==> src/rtl/cn_lut_pkg.sv <==
// Shared page-controller types and derived page geometry for the CN IB-LUT.
package cn_lut_pkg;

    typedef enum logic [1:0] {
        ST_LOAD  = 2'd0,
        ST_READY = 2'd1,
        ST_DRAIN = 2'd2
    } page_state_t;

    // Address bits within one page once the page-select bit is removed.
    function automatic int page_aw(input int entry_addr, input int frame_num);
        return entry_addr - $clog2(frame_num);
    endfunction

    function automatic int page_depth(input int entry_addr, input int frame_num);
        return 2 ** page_aw(entry_addr, frame_num);
    endfunction

endpackage

==> src/rtl/cn_lut_page_ctrl.sv <==
// Ping-pong LUT page loader: registered write port one cycle after each handshake, swap ack two cycles after last beat.
// Backpressure: in_ready drops once the shadow page is full and stays low until the post-swap read drain completes.
module cn_lut_page_ctrl
    import cn_lut_pkg::*;
#(
    parameter int LUT_PORT_SIZE   = 2,
    parameter int ENTRY_ADDR      = 4,
    parameter int MULTI_FRAME_NUM = 2,
    parameter int PIPE_DEPTH      = 2
) (
    input  logic                                             sys_clk,
    input  logic                                             rst,
    input  logic                                             in_valid,
    output logic                                             in_ready,
    input  logic [LUT_PORT_SIZE-1:0]                         in_bank0,
    input  logic [LUT_PORT_SIZE-1:0]                         in_bank1,
    input  logic                                             swap_req,
    output logic                                             swap_ack,
    output logic                                             shadow_valid,
    output logic [LUT_PORT_SIZE-1:0]                         lut_in_bank0,
    output logic [LUT_PORT_SIZE-1:0]                         lut_in_bank1,
    output logic [ENTRY_ADDR-$clog2(MULTI_FRAME_NUM)-1:0]    page_write_addr,
    output logic                                             write_addr_offset,
    output logic                                             we,
    output logic                                             read_addr_offset
);

    localparam int PAGE_AW = page_aw(ENTRY_ADDR, MULTI_FRAME_NUM);
    localparam int DRAIN_W = (PIPE_DEPTH > 1) ? $clog2(PIPE_DEPTH) : 1;
    localparam logic [DRAIN_W-1:0] DRAIN_LOAD = DRAIN_W'(PIPE_DEPTH - 1);

    page_state_t          state;
    page_state_t          next_state;
    logic [PAGE_AW-1:0]   wr_cnt;
    logic [DRAIN_W-1:0]   drain_cnt;
    logic                 hs;

    assign hs                = in_valid & in_ready;
    assign write_addr_offset = ~read_addr_offset;

    always_comb begin
        next_state = state;
        case (state)
            ST_LOAD:  if (hs && (wr_cnt == {PAGE_AW{1'b1}})) next_state = ST_READY;
            ST_READY: if (swap_req) next_state = ST_DRAIN;
            ST_DRAIN: if (drain_cnt == '0) next_state = ST_LOAD;
            default:  next_state = ST_LOAD;
        endcase
    end

    // Handshake-qualified outputs are registered so the LUT sees a clean write one cycle later.
    always_ff @(posedge sys_clk) begin
        if (rst) begin
            state            <= ST_LOAD;
            wr_cnt           <= '0;
            drain_cnt        <= '0;
            read_addr_offset <= 1'b0;
            we               <= 1'b0;
            page_write_addr  <= '0;
            lut_in_bank0     <= '0;
            lut_in_bank1     <= '0;
            swap_ack         <= 1'b0;
            shadow_valid     <= 1'b0;
            in_ready         <= 1'b0;
        end else begin
            state        <= next_state;
            we           <= hs;
            swap_ack     <= 1'b0;
            in_ready     <= (next_state == ST_LOAD);
            shadow_valid <= (next_state == ST_READY);

            if (hs) begin
                page_write_addr <= wr_cnt;
                lut_in_bank0    <= in_bank0;
                lut_in_bank1    <= in_bank1;
                wr_cnt          <= wr_cnt + 1'b1;
            end

            if (state == ST_READY && swap_req) begin
                read_addr_offset <= ~read_addr_offset;
                swap_ack         <= 1'b1;
                drain_cnt        <= DRAIN_LOAD;
            end else if (state == ST_DRAIN && drain_cnt != '0) begin
                drain_cnt <= drain_cnt - 1'b1;
            end
        end
    end

endmodule
==> config.mk <==
export PLATFORM = sky130hd
export DESIGN_NAME = cn_lut_page_ctrl
export DESIGN_NICKNAME = d
export VERILOG_FILES = /design/src/rtl/cn_lut_pkg.sv /design/src/rtl/cn_lut_page_ctrl.sv
export SDC_FILE = /design/constraint.sdc
export NUM_CORES = 1
export LEC_CHECK = 0
export ABC_AREA = 1
export BUFFER_PORTS_ARGS = -buffer_cell sky130_fd_sc_hd__buf_2
export CAP_MARGIN = 30
export CORE_MARGIN = 1
export CORE_UTILIZATION = 52
export CTS_BUF_LIST = sky130_fd_sc_hd__clkbuf_8
export DETAILED_ROUTE_END_ITERATION = 8
export GPL_ROUTABILITY_DRIVEN = 0
export HOLD_SLACK_MARGIN = 0.08
export PLACE_DENSITY = 0.89
export SLEW_MARGIN = 25
export SYNTH_ARGS = -nofsm -noshare
export SYNTH_HDL_FRONTEND = slang
export SYNTH_SLANG_ARGS = --single-unit
==> constraint.sdc <==
create_clock -name sys_clk -period 1.5 [get_ports sys_clk]
set_input_delay 0.225 -clock sys_clk [delete_from_list [all_inputs] [get_ports sys_clk]]
set_output_delay 0.225 -clock sys_clk [all_outputs]
set_load 0.02 [all_outputs]
==> impl_metrics.ini <==
[status]
outcome = completed

[sta]
period_share = 0.803
setup_violations = 0
max-slew-margin-rel = 0.865
rsz0062_at_grt = false
finalHoldViolCount = 0
clock_skew_ns = 0.000946
finalWorstPathRequiredPeriod_ns = 1.20
hold_ws_ns = 0.202
slew_violations = 0
setup_tns_ns = 0
fmax_mhz = 831
worst_slew_pin_slew_ns = 0.202

[setup_path]
worstSetupPathType = flop to flop
reg2reg_from = wr_cnt[0]
cp.required_ns = 1.65
crit_fanout = 3
r2r_cells = 4
worstPathArrival_ns = 1.35
rrSetupSlack_ns = 0.30
reg2reg_to = wr_cnt[2]
cp-end-kind = flop
setup.worst_path.start_class = flop

[final_layout]
finish.net_count = 115
n_fill_cell = 111
layout_common_cells = buf_2 (20), dfxtp_1 (18), nor2_1 (16), nor2_2 (10), o21ai_2 (8)
diodes = 0
area_growth_pct = 18.5
final_common_cell = buf_2
drive_gt1_frac = 0.490

[pwr]
pwr_density_cell_nw_per_um2 = 1140
leakagePower_nw = 0.419
ir_drop_uv = 693

[clock_network]
cts_buffer_depth = 2
insertion_delay_ns = 0.25
h-tree-depth = 1
clk_pin_slew_ns = 0.07
root_buffer = clkbuf_8
cts_tree = done
ctsHoldBuffers = 0
clock_sinks = 18
post-cts-setup-buffers = 0
cts_resized = 0
cts_buffers = 3

[synth]
synth.distinct_cells = 17
netlist_instances = 82
yosys-top-cells-area = dfxtp_1 (48%), o21ai_2 (9.3%), nor2_2 (8.3%)
ys_seq_elements = 18
synth.cell_area_um2 = 752
yosysTopAreaCellShare = 0.479
ys_seq_area_frac = 0.479
avgSynthCellArea_um2 = 9.17
syn-num-nets = 92
yosysTopAreaCell = dfxtp_1
ys_warn_count = 0

[global_route]
grt_pass1_vias = 468
antenna_found_initial = 0
grt_pass1_wl_um = 1950
grt_use_total = 0.188
grt_max_degree = 13
grt_overflow = 0

[job]
cap_viol_max_count = 0

[floorplanning]
std_cell_rows = 13
io_pins = 21
chipWidth_um = 40.0
die_area_um2 = 1600
chipHeight_um = 40.0
initial_utilization = 0.571
fp.coreArea_um2 = 1320

[hold_path]
hp-class = input port to flop
hp-start = in_bank1[1]
worstHoldEndpoint = lut_in_bank1[1]
min_path_cells = 3

[routing]
antenna_left = 0
drt_wl_total_um = 1280
viasPerCell = 4.80
via_count = 571
drcViolationCount = 0
drt_first_pass_iters = 4
drt_iter0_markers = 12
wl_per_cell_um = 10.7

[placed_design]
portBuffers = 20
dp_hpwl_um = 886
[sequential cells by signal (all words and copies together), names as in the netlist]
name and count:
lut_in_bank1 2, swap_ack 1, shadow_valid 1, drain_cnt 1, wr_cnt 3, state 2
page_write_addr 3, in_ready 1, we 1, lut_in_bank0 2, read_addr_offset 1
[worst max-delay path by stage]
stage | from | end | slack [ns] | cells after the start
after floorplan | wr_cnt[0] | wr_cnt[2] | 0.42 | 4
after global placement | wr_cnt[0] | wr_cnt[2] | 0.41 | 4
after detailed placement | wr_cnt[0] | wr_cnt[2] | 0.38 | 4
after CTS | wr_cnt[0] | wr_cnt[2] | 0.29 | 4
after global routing | wr_cnt[0] | in_ready | 0.26 | 5
final | wr_cnt[0] | wr_cnt[2] | 0.30 | 4
[final cells by class]
type | count | area, µm² | area share
Inverter | 6 | 27.5 | 0.0309
Multi-Input combinational cell | 55 | 322 | 0.361
Tap cell | 15 | 18.8 | 0.0211
Timing Repair Buffer | 21 | 108 | 0.121
Clock buffer | 4 | 55.1 | 0.0618
Sequential cell | 18 | 360 | 0.404
[cells by family after synthesis]
group / after synthesis / share of synthesized area
adders and majority gates: 2 / 0.0333
and+or+nand+nor: 41 / 0.270
AOI/OAI and AO/OA: 12 / 0.125
DFF: 18 / 0.479
buffers and inverters: 9 / 0.0932
[routing by layer]
layer,up-vias,GRT usage,wire (µm)
met1,251,0.231,582
met5,-,0,0
met4,0,0.129,33
met3,5,0.0333,37
met2,11,0.294,625
li1,304,-,-
[synthesized netlist by cell type]
cell type  count
a21oi_1        2
a21oi_2        1
buf_12         1
buf_6          2
dfxtp_1       18
ha_1           2
inv_1          4
inv_2          1
inv_6          1
nand2_1        5
nand2_2        4
nand2_4        1
nand3_1        5
nor2_1        16
nor2_2        10
o21ai_0        1
o21ai_2        8
[stage by stage]
stage	setup WS (ns)	total power [mW]	instances	util	cell area [µm²]
floorplan	0.416	0.614	82	-	752
global placement	0.407	0.634	115	0.634	836
CTS	0.292	1.02	119	0.676	891
global route	0.260	1.05	119	0.676	891
finish	0.296	1.02	119	0.676	891
detailed placement	0.377	0.637	115	0.634	836
[power by group]
group / total, mW / internal (mW) / switching, mW
logic: 0.117 / 0.0437 / 0.0736
clock network: 0.393 / 0.233 / 0.160
registers: 0.509 / 0.497 / 0.0121
[worst max-delay path: stages, from the launching register on]
cell and delay, ns:
dfxtp_1 0.35, ha_1 0.21, ha_1 0.30, o21ai_2 0.20, nor2_2 0.05
Power figures use the tool's default switching activity.
